==> src/rtl/gemm_seq.sv <==
// Sequencer for a chain of NCORE weight-stationary MAC cores: loads weights, streams
// eight activations, waits out the MAC pipeline, then shifts results off the chain tail.
module gemm_seq #(
  parameter int NCORE = 8
) (
  input  logic             i_clk,
  input  logic             i_reset,
  input  logic             i_start,
  input  logic             i_reload,
  output logic             o_busy,
  output logic             o_done,
  input  logic             i_in_valid,
  output logic             o_in_ready,
  input  logic [31:0]      i_in_data,
  output logic             o_out_valid,
  input  logic             i_out_ready,
  output logic [31:0]      o_out_data,
  output logic             o_out_last,
  output logic             o_init,
  output logic             o_exec,
  output logic             o_outr,
  output logic             o_update,
  output logic [NCORE-1:0] o_write,
  output logic [2:0]       o_ra,
  output logic [2:0]       o_wa,
  output logic [31:0]      o_wd,
  output logic [31:0]      o_d,
  input  logic [31:0]      i_acc_chain
);
  localparam int CW = $clog2(8*NCORE);
  localparam logic [CW-1:0] LOAD_LAST  = CW'(8*NCORE-1);
  localparam logic [CW-1:0] EXEC_LAST  = CW'(7);
  localparam logic [CW-1:0] DRAIN_LAST = CW'(2);
  localparam logic [CW-1:0] OUT_LAST   = CW'(NCORE-1);

  typedef enum logic [2:0] {IDLE, LOAD, INIT, EXEC, DRAIN, OUT} state_t;

  state_t        r_state;
  logic [CW-1:0] r_cnt;
  logic          r_busy;
  logic          r_done;
  logic [31:0]   r_d;

  logic          w_in_acc;
  logic          w_out_acc;
  logic [CW-1:0] w_core;

  assign o_in_ready  = (r_state == LOAD) || (r_state == EXEC);
  assign w_in_acc    = o_in_ready && i_in_valid;
  assign o_out_valid = (r_state == OUT);
  assign w_out_acc   = o_out_valid && i_out_ready;

  assign o_busy     = r_busy;
  assign o_done     = r_done;
  assign o_d        = r_d;
  assign o_init     = (r_state == INIT);
  assign o_exec     = (r_state == EXEC) && w_in_acc;
  assign o_ra       = (r_state == EXEC) ? r_cnt[2:0] : 3'd0;
  assign o_wa       = (r_state == LOAD) ? r_cnt[2:0] : 3'd0;
  assign o_wd       = (r_state == LOAD) ? i_in_data : 32'd0;
  assign o_out_data = o_out_valid ? i_acc_chain : 32'd0;
  assign o_out_last = o_out_valid && (r_cnt == OUT_LAST);
  // Results are latched into the cores' shift path only while the first word is presented.
  assign o_update   = o_out_valid && (r_cnt == '0);
  assign o_outr     = w_out_acc;

  assign w_core = r_cnt >> 3;

  always_comb begin
    o_write = '0;
    for (int c = 0; c < NCORE; c++)
      o_write[c] = (r_state == LOAD) && w_in_acc && (w_core == CW'(c));
  end

  always_ff @(posedge i_clk or posedge i_reset) begin
    if (i_reset) begin
      r_state <= IDLE;
      r_cnt   <= '0;
      r_busy  <= 1'b0;
      r_done  <= 1'b0;
      r_d     <= 32'd0;
    end else begin
      r_done <= 1'b0;
      case (r_state)
        IDLE: if (i_start) begin
          r_busy  <= 1'b1;
          r_cnt   <= '0;
          r_state <= i_reload ? LOAD : INIT;
        end
        LOAD: if (w_in_acc) begin
          if (r_cnt == LOAD_LAST) begin
            r_cnt   <= '0;
            r_state <= INIT;
          end else r_cnt <= r_cnt + 1'b1;
        end
        INIT: begin
          r_cnt   <= '0;
          r_state <= EXEC;
        end
        EXEC: if (w_in_acc) begin
          r_d <= i_in_data;
          if (r_cnt == EXEC_LAST) begin
            r_cnt   <= '0;
            r_state <= DRAIN;
          end else r_cnt <= r_cnt + 1'b1;
        end
        // Covers the cores' three-stage MAC pipeline before results are read.
        DRAIN: begin
          if (r_cnt == DRAIN_LAST) begin
            r_cnt   <= '0;
            r_state <= OUT;
          end else r_cnt <= r_cnt + 1'b1;
        end
        OUT: if (w_out_acc) begin
          if (r_cnt == OUT_LAST) begin
            r_cnt   <= '0;
            r_busy  <= 1'b0;
            r_done  <= 1'b1;
            r_state <= IDLE;
          end else r_cnt <= r_cnt + 1'b1;
        end
        default: r_state <= IDLE;
      endcase
    end
  end
endmodule

==> config.mk <==
export PLATFORM = sky130hd
export DESIGN_NAME = gemm_seq
export DESIGN_NICKNAME = d
export VERILOG_FILES = /design/src/rtl/gemm_seq.sv
export SDC_FILE = /design/constraint.sdc
export NUM_CORES = 1
export LEC_CHECK = 0
export BUFFER_PORTS_ARGS = -buffer_cell sky130_fd_sc_hd__buf_2
export CAP_MARGIN = 25
export CORE_MARGIN = 3
export CORE_UTILIZATION = 31
export CTS_CLUSTER_DIAMETER = 80
export DETAILED_ROUTE_END_ITERATION = 12
export PLACE_DENSITY_LB_ADDON = 0.05
export SLEW_MARGIN = 15
export SYNTH_ARGS = -nofsm -noshare
export SYNTH_HDL_FRONTEND = slang
export SYNTH_SLANG_ARGS = --single-unit
==> constraint.sdc <==
create_clock -name i_clk -period 4.4 [get_ports i_clk]
set_input_delay 0.22 -clock i_clk [delete_from_list [all_inputs] [get_ports i_clk]]
set_output_delay 0.22 -clock i_clk [all_outputs]
set_load 0.02 [all_outputs]
[Word-level counts from Yosys, hierarchy flattened]
Cells that the tools add are included.
Word-level totals
  bits in registers: 43
  logic and storage cells: 82
Cells by class
  eq/ne operators: 23
  $add $sub $neg: 1
  multiplexer cells: 29
  reductions and logical operators: 24
Operator list (count)
  $mux 32: 2
  $mux 6: 7
  $pmux 6 s6: 1
  $mux 3: 10
  $eq 3x3->1 const B: 6
  $pmux 3 s6: 1
  $logic_and 1x1->1: 14
  $eq 3x2->1 const B: 4
  $logic_not 6->1: 2
  $ne 2x1->1 const B: 4
  $ne 2x2->1 const B: 4
  $reduce_and 8->1: 1
  $add 6x1->6 const B: 1
  $eq 3x1->1 const B: 2
  $eq 6x2->1 const B: 1
  $eq 6x3->1 const B: 1
  $eq 6x6->1 const B: 1
  $mux 1: 6
  $reduce_bool 6->1: 1
  $reduce_and 5->1: 1
  $reduce_and 4->1: 1
  $logic_not 3->1: 1
  $mux 2: 1
  $pmux 1 s2: 1
  3 further kinds: 3

[Longest topological paths before layout]
Gate-level depths: netlist of the first run.
  word-level depth: 5
  depth in mapped cells: 7
  gate-level depth less buffers: 6

[Least setup slack after synthesis of the first run]
Ideal clock, no wire load.
  kind: register -> output
  start point: register r_state[0]
  end point: output port o_write[3]
  setup slack: 2.494 ns
  path buffers: 1
  data arrival time: 1.686 ns
  required time: 4.180 ns
  stages on the path, launching flop included: 6
  cells stage by stage: dfrtp_1 > nor2b_1 > clkbuf_1 > nor2b_1 > nand2_1 > nor3_1
On the way
  word-level cells in the longest chain between the ends: 5
RTL lines
  start, declared: RTL line 38  | state_t r_state;
  start signal, assigned: RTL line 88  | r_state <= i_reload ? LOAD : INIT;
  $eq 3x1->1 or $eq 3x2->1 (tied branches): RTL line 48, 72
  $logic_or 1x1->1: RTL line 48  | assign o_in_ready = (r_state == LOAD) || (r_state == EXEC);
  $logic_and 1x1->1: RTL line 49  | assign w_in_acc = o_in_ready && i_in_valid;
  $logic_and 1x1->1 (*) (2 in a row): RTL line 72  | o_write[c] = (r_state == LOAD) && w_in_acc && (w_core == CW'(c));
  end, declared: RTL line 23  | output logic [NCORE-1:0] o_write,
Mark *: on every way between the ends. The rest lies on a longest branch, timed or not.

[Worst setup path in the final report of the first run]
  start point: register r_state[0]
  end point: output port o_write[5]
The elaborated chain is that of the path after synthesis.

==> results of run 1 <==
how the worst max path moves through the flow:
stage          slack [ns]    endpoint  depth (start not counted)
3_5_place_dp         1.88  o_write[5]                          7
6_report             1.60  o_write[5]                          7
3_3_place_gp         1.59  o_write[3]                          6
2_1_floorplan        2.49  o_write[3]                          5
5_1_grt              1.27  o_write[5]                          7
4_1_cts              1.55  o_write[5]                          7
logic make-up after synthesis:
family,Yosys count,synth area share
AOI/OAI and AO/OA,28,0.07267
buffers and inverters,29,0.05911
muxes,32,0.1395
and+or+nand+nor,133,0.2975
adders and majority gates,3,0.01454
DFF,43,0.4167
placed cells by master, fill, tap and decap left out, drive strengths merged:
master and count:
inv 5, ha 3, and2b 1, dfrtp 43, nor3b 3, or2b 1, nor4 4, clkinvlp 1
o31ai 5, o21ai 9, and2 36, nand2 19, o2111ai 1, a21oi 4, nor2 12, a32o 1
buf 193, and3 37, mux2 32, dlygate4sd3 1, o32a 1, o22ai 1, clkinv 1, nor3 9
nand3 5, nand2b 1, nor2b 3, clkbuf 6, or2 2, o211ai 6
layout make-up:
cell class,count,share of cell area
Clock inverter,2,0.003407
Multi-Input combinational cell,196,0.3693
Clock buffer,6,0.01976
Sequential cell,43,0.2930
Tap cell,102,0.03475
Inverter,5,0.005111
Timing Repair Buffer,194,0.2746
per-layer routing:
layer	global-route usage	share of wire	vias up
met5	0	0	-
met4	0.03514	0.0067	0
met3	0.04953	0.096	4
met2	0.2622	0.47	127
met1	0.2048	0.43	1165
li1	-	-	1278
stage by stage:
step	utilization	instance area (um^2)	hold WS [ns]	cells	power (mW)
floorplan	-	2582	0.3368	268	1.598
global placement	0.4491	3542	0.4628	537	1.960
detailed placement	0.4510	3557	0.4664	538	1.985
CTS	0.4618	3642	0.1560	546	2.241
global route	0.4656	3672	0.1582	548	2.391
finish	0.4656	3672	0.1688	548	2.211
repair_timing:
action	CTS	global route
endpoints found under the hold margin	0	9
gates resized for setup	0	0
hold buffers	0	1
critical path, delay by kind of cell (launching register included):
kind / cells / cell delay (ns)
AND/OR/NAND/NOR: 4 / 1.00
flip-flops: 1 / 0.59
buffers and inverters: 3 / 0.70
power by group:
| group | switching (mW) | leakage (nW) | internal (mW) |
|---|---|---|---|
| Combinational | 0.752 | 1.56 | 0.502 |
| Sequential | 0.145 | 0.521 | 0.570 |
| Clock | 0.133 | 0.0412 | 0.111 |
| Total | 1.03 | 2.13 | 1.18 |
state kept, by name, indices dropped and copies added (netlist names):
signal   count
o_done       1
r_state      3
r_cnt        6
o_d         32
o_busy       1
==> impl_metrics.toml, run 1 <==
[status]
status = "finished, final reports clean"

[critical_path]
rrSetupSlack_ns = 2.06
cp-start-kind = "register"
ff2ff_path_depth = 5
crit_type = "reg -> out"
cp-startpoint = "r_state[0]$_DFFE_PP0P_"
crit_required_ns = 4.18
crit_slowest_cell = "dfrtp_1"
timing.rr.end = "r_state[1]$_DFFE_PP0P_"
cp_cell_sequence = "nor2b_1 -> buf_4 -> nor2b_2 -> buf_8 -> nand2_1 -> nor3_1 -> buf_2"
critPathCaptureType = "output port"
cp_data_arrival_time_ns = 2.58
worst-path-max-fanout = 37
critical_path.max_stage_delay_ns = 0.59
r2r-start = "r_state[2]$_DFFE_PP0P_"

[pwr]
max-vdd-ir-drop_v = 0.0002763
powerDensity_mw_per_mm2 = 602.2
power.leakage_nw = 2.125

[timing]
timing.final.ws_setup_ns = 1.600
skew_ns = 0.01008
period_minus_slack_ns = 2.800
setup-tns-final_ns = 0
max_freq_ghz = 0.3572
maxSlewHeadroom = 0.4285
setup_viol = 0
period_share = 0.6363
worst_pin_slew_ns = 0.8572
hold_viol = 0
grt_setup_unrepaired = "false"
drv_slew = 0

[routing]
routedWlPerCell_um = 13.87
route.detailed.drc = 0
postRouteWirelength_um = 7599
viasPerCell = 4.697
drtPass1Iterations = 4
drt_iter0_markers = 87
detail-route-antenna-nets = 0
vias = 2574

[place]
place.gp.congestion = 0.7773
dp_hpwl_um = 5753
numPortBuffers = 188
place_ws_ns = 1.884

[global_route]
grt_pass1_wl_um = 12560
grt_pass1_vias = 2457
antenna_found_initial = 0
grt_usage = 0.1588
grt_max_degree = 44
grt_overflow = 0

[flow_run]
max_cap_viol_count = 0

[clock_tree]
clk_pin_slew_ns = 0.08
cts_max_level = 2
clkSinkCount = 43
cts_tree = "built"
root_buffer = "clkbuf_8"
postCtsSetupBuffers = 0
cts_made_buffers = 5
insertion_delay_ns = 0.29
ctsLongestPathBuffers = 2

[synthesis]
ys_top_cells_by_count = "dfrtp_1, and2_1, and3_1, mux2_2, nand2_1"
synthArstFlopShare = 1.000
syn-num-nets = 341
synthFlopType = "dfrtp_1"
synth_edf_count = 0
synth.most_common_cell = "dfrtp_1"
synth_area_mm2 = 0.002582
synthTopCellsByArea = "dfrtp_1, mux2_2, and2_1, and3_1, nand2_1"
synth_cell_types = 35
ys_seq_area_frac = 0.4167
syn_area_per_cell_um2 = 9.636
ys_ff_latch = 43
synth_top_area_frac = 0.4167
ys_warn_count = 0
synth_area_leader_cell = "dfrtp_1"
syn_inst = 268

[die]
die_area_mm2 = 0.009461
pin_count = 189
initial_core_util = 0.3274
core_mm2 = 0.007888
die_w_um = 97.27
rows = 32
dieHeight_um = 97.27

[final_layout]
area_delta_synth_final_pct = 42.20
fill_cells = 794
diodes = 0
seqCellArea_mm2 = 0.001076
nets = 518
drive_gt1_frac = 0.5493
multi_input_comb_area_mm2 = 0.001356

[hold_path]
hold_depth = 2
min_path_type = "in -> reg"
holdPathEnd = "o_d[8]$_DFFE_PP0P_"
min_from = "i_in_data[8]"
Note: power is estimated with default switching activity, not from simulation.
==> run 2: changes to the inputs <==
Clock period 4.4 ns to 2.5 ns, I/O delays scaled along.
==> impl_metrics.toml, run 2 (synthesis results as in run 1) <==
[status]
status = "finished, final reports clean"

[final_layout]
area_delta_synth_final_pct = 44.23
fill_cells = 777
design_area_mm2 = 0.003725
final_cell_mix = "buf_2, dfrtp_1, and2_1"
diodes = 0
fin_util = 0.4722
multi_input_comb_area_mm2 = 0.001356
layout_commonest_cell = "buf_2"
seqCellArea_mm2 = 0.001076
drive_gt1_frac = 0.5526
nets = 519
largest_reg_flops = 32

[place]
place_ws_ns = 0.5325
place_area_mm2 = 0.003570
place.gp.congestion = 0.8706
numPortBuffers = 188
dp_hpwl_um = 5821

[die]
core_mm2 = 0.007888
rows = 32
initial_core_util = 0.3274
dieHeight_um = 97.27
die_w_um = 97.27
pin_count = 189
die_area_mm2 = 0.009461

[critical_path]
crit_type = "reg -> out"
cp_data_arrival_time_ns = 2.09
cp-start-kind = "register"
crit_required_ns = 2.38
worst-path-max-fanout = 35
cp-startpoint = "r_state[0]$_DFFE_PP0P_"
critPathCaptureType = "output port"
r2r-start = "r_cnt[0]$_DFFE_PP0P_"

[pwr]
p_clk_frac = 0.138
max-vdd-ir-drop_v = 0.0005507
pwr-share-seq = 0.310
powerDensity_mw_per_mm2 = 1081
p_sw_frac = 0.4484
p_total_mw = 4.028
p_comb_frac = 0.552
p_sw_mw = 1.806
intPower_mw = 2.222
power.leakage_nw = 2.158

[clock_tree]
root_buffer = "clkbuf_8"
clkSinkCount = 43
ctsLongestPathBuffers = 2
cts-resized-gates = 0
cts_made_buffers = 5
cts_max_level = 2
insertion_delay_ns = 0.29
clk_pin_slew_ns = 0.08
cts_tree = "built"

[global_route]
grt_pass1_wl_um = 13100
grt_pass1_vias = 2641
grt_overflow = 0
antenna_found_initial = 0
grt_max_degree = 44
grt_usage = 0.1642

[timing]
skew_ns = 0.008092
timing.final.ws_setup_ns = 0.2807
period_share = 0.8877
maxSlewHeadroom = 0.5497
period_minus_slack_ns = 2.219
setup_viol = 0
hold_viol = 0
drv_slew = 0
grt_setup_unrepaired = "false"
max_freq_ghz = 0.4506
worst_pin_slew_ns = 0.6754
setup-tns-final_ns = 0

[hold_path]
min_path_type = "in -> reg"
min_from = "i_start"

[routing]
postRouteWirelength_um = 7502
viasPerCell = 4.723
drt_iter0_markers = 97
routedWlPerCell_um = 13.66
vias = 2593
detail-route-antenna-nets = 0
route.detailed.drc = 0
drtPass1Iterations = 6

[flow_run]
max_cap_viol_count = 0
==> run 2: cell types whose count changed in the layout (fill, tap and decap cells not counted), sizes merged <==
cell,change
buf,+1
bufinv,+1
clkinvlp,-1
==> run 2: worst paths after layout <==
check                      slack, ns                      to  cells after the start
max reg2reg                     0.51  r_state[1]$_DFFE_PP0P_                      6
min in group asynchronous       0.39     o_d[26]$_DFFE_PP0P_                      3
max                             0.28              o_write[4]                      5
max in group asynchronous       1.63     o_d[14]$_DFFE_PP0P_                      4
min                             0.06      o_busy$_DFFE_PP0P_                      3
min reg2reg                     0.50      o_d[4]$_DFFE_PP0P_                      1
==> run 2: per-stage QoR <==
stage	hold WS (ns)	instances
after floorplan	0.2418	268
after global placement	0.3588	539
after detailed placement	0.3533	539
after CTS	0.05378	547
after global routing	0.05053	549
final	0.06303	549
==> run 2: what timing repair did <==
action,in CTS,in global routing
hold buffers,0,1
endpoints found under the hold margin,0,19
setup buffers,0,0
setup endpoints to repair,0,0
==> run 2: layer usage <==
metal	vias to the layer above	global-route usage	wire (um)
li1	1278	-	-
met1	1176	0.2065	3190
met2	135	0.2696	3525
met3	4	0.05528	736
met4	0	0.04579	50
met5	-	0	0
==> run 2: layout make-up <==
type,count,area share
multi-input combinational,196,0.3641
sequential,43,0.2889
timing repair buffer,195,0.2761
tap,102,0.03426
clock buffer,6,0.02217
clock inverter,2,0.009405
inverter,5,0.005039
==> run 2: worst max-delay path: stages (launching register included) <==
cell	delay, ns
dfrtp_1	0.59
nor2b_1	0.26
buf_4	0.30
nand2b_1	0.19
nor4_1	0.25
buf_2	0.21
==> run 2: power groups by stage <==
stage               clock (mW)  combinational [mW]  sequential, mW
detailed placement           0                2.25            1.25
global placement             0                2.25            1.24
global route             0.618                2.46            1.30
finish                   0.557                2.22            1.25
floorplan                    0                1.31            1.50
CTS                      0.586                2.25            1.25
==> run 3: changes to the inputs <==
Settings changed: CELL_PAD_IN_SITES_DETAIL_PLACEMENT set to 1, CELL_PAD_IN_SITES_GLOBAL_PLACEMENT set to 2, CORE_UTILIZATION 31 to 19.
==> impl_metrics.toml, run 3 (synthesis results as in run 1) <==
[critical_path]
cp-start-kind = "register"
crit_required_ns = 2.38
critPathCaptureType = "output port"
worst-path-max-fanout = 35
crit_type = "reg -> out"
cp_data_arrival_time_ns = 2.05

[clock_tree]
root_buffer = "clkbuf_16"
clk_pin_slew_ns = 0.06
cts_made_buffers = 5
cts_tree = "built"
insertion_delay_ns = 0.28
clkSinkCount = 43
cts_max_level = 2
hold_buffers = 1
ctsLongestPathBuffers = 2
postCtsSetupBuffers = 0
cts-resized-gates = 0

[place]
place_area_mm2 = 0.003675
place.gp.congestion = 0.7730
dp_hpwl_um = 7473
numPortBuffers = 188

[routing]
drt_iter0_markers = 89
route.detailed.drc = 0
detail-route-antenna-nets = 0
drtPass1Iterations = 4
viasPerCell = 4.297
vias = 2664
postRouteWirelength_um = 9537
routedWlPerCell_um = 15.38

[pwr]
p_total_mw = 4.318
p_comb_frac = 0.533
p_sw_frac = 0.4453
p_sw_mw = 1.923
intPower_mw = 2.395
max-vdd-ir-drop_v = 0.0004114
pwr-share-seq = 0.289
power.leakage_nw = 2.182
p_clk_frac = 0.178
powerDensity_mw_per_mm2 = 1119

[global_route]
grt_pass1_wl_um = 14570
antenna_found_initial = 0
grt_overflow = 0
grt_pass1_vias = 2755
grt_max_degree = 36
grt_usage = 0.1220

[die]
core_mm2 = 0.01293
dieHeight_um = 122.6
initial_core_util = 0.1998
die_area_mm2 = 0.01503
rows = 41
pin_count = 189
die_w_um = 122.6

[timing]
drv_slew = 0
hold_viol = 0
setup-tns-final_ns = 0
worst_pin_slew_ns = 0.6023
max_freq_ghz = 0.4593
maxSlewHeadroom = 0.5985
setup_viol = 0
period_share = 0.8708
skew_ns = 0.003685
grt_setup_unrepaired = "false"
period_minus_slack_ns = 2.177

[final_layout]
final_cell_mix = "buf_2, dfrtp_1, and2_1"
layout_commonest_cell = "buf_2"
nets = 520
diodes = 0
design_area_mm2 = 0.003859
fin_util = 0.2985
largest_reg_flops = 32
drive_gt1_frac = 0.5558
area_delta_synth_final_pct = 49.42

[hold_path]
min_path_type = "in -> reg"

[flow_run]
max_cap_viol_count = 0

[status]
status = "finished, final reports clean"
-- run 3: power groups by stage --
stage	sequential [mW]	clock [mW]	combinational (mW)
5_1_grt	1.31	0.835	2.53
3_5_place_dp	1.26	0	2.35
4_1_cts	1.25	0.807	2.36
3_3_place_gp	1.24	0	2.35
2_1_floorplan	1.50	0	1.31
6_report	1.25	0.770	2.30
-- run 3: area by class of cell --
class,count,area [um^2]
clock buffer,6,138.9
clock inverter,2,35.03
fill,1592,9069
inverter,5,18.77
multi-input combinational,196,1359
sequential,43,1076
tap,172,215.2
timing repair buffer,196,1016
-- run 3: worst max-delay path: stages (launching register included) --
cell     delay (ns)
dfrtp_1        0.72
buf_4          0.40
nor2b_2        0.10
buf_4          0.21
and2_1         0.17
buf_2          0.15
-- run 3: final timing paths --
kind / slack, ns / end / from / depth (start not counted)
worst max-delay path: 0.32 / o_wd[30] / r_state[2]$_DFFE_PP0P_ / 5
worst min-delay path: 0.07 / o_busy$_DFFE_PP0P_ / i_start / 3
worst min register to register: 0.50 / o_d[29]$_DFFE_PP0P_ / o_d[29]$_DFFE_PP0P_ / 1
min in group asynchronous: 0.40 / o_d[22]$_DFFE_PP0P_ / i_reset / 3
worst max register to register: 0.44 / r_state[1]$_DFFE_PP0P_ / r_cnt[3]$_DFFE_PP0P_ / 5
max in group asynchronous: 1.41 / o_d[15]$_DFFE_PP0P_ / i_reset / 4
-- run 3: routing by layer --
layer | vias to the layer above | global-route usage | wire (um)
met2 | 138 | 0.1876 | 4073
met4 | 0 | 0.03149 | 93
met1 | 1236 | 0.1602 | 4238
li1 | 1285 | - | -
met5 | - | 0 | 0
met3 | 5 | 0.04793 | 1132
-- run 3: per-stage QoR --
| stage | hold slack [ns] | instances | setup WS (ns) |
|---|---|---|---|
| 3_5_place_dp | 0.1764 | 611 | 0.4468 |
| 5_1_grt | 0.07619 | 620 | 0.1014 |
| 4_1_cts | 0.07113 | 620 | 0.2644 |
| 3_3_place_gp | 0.1734 | 611 | 0.4962 |
| 6_report | 0.07381 | 620 | 0.3229 |
| 2_1_floorplan | 0.2418 | 268 | 0.6281 |
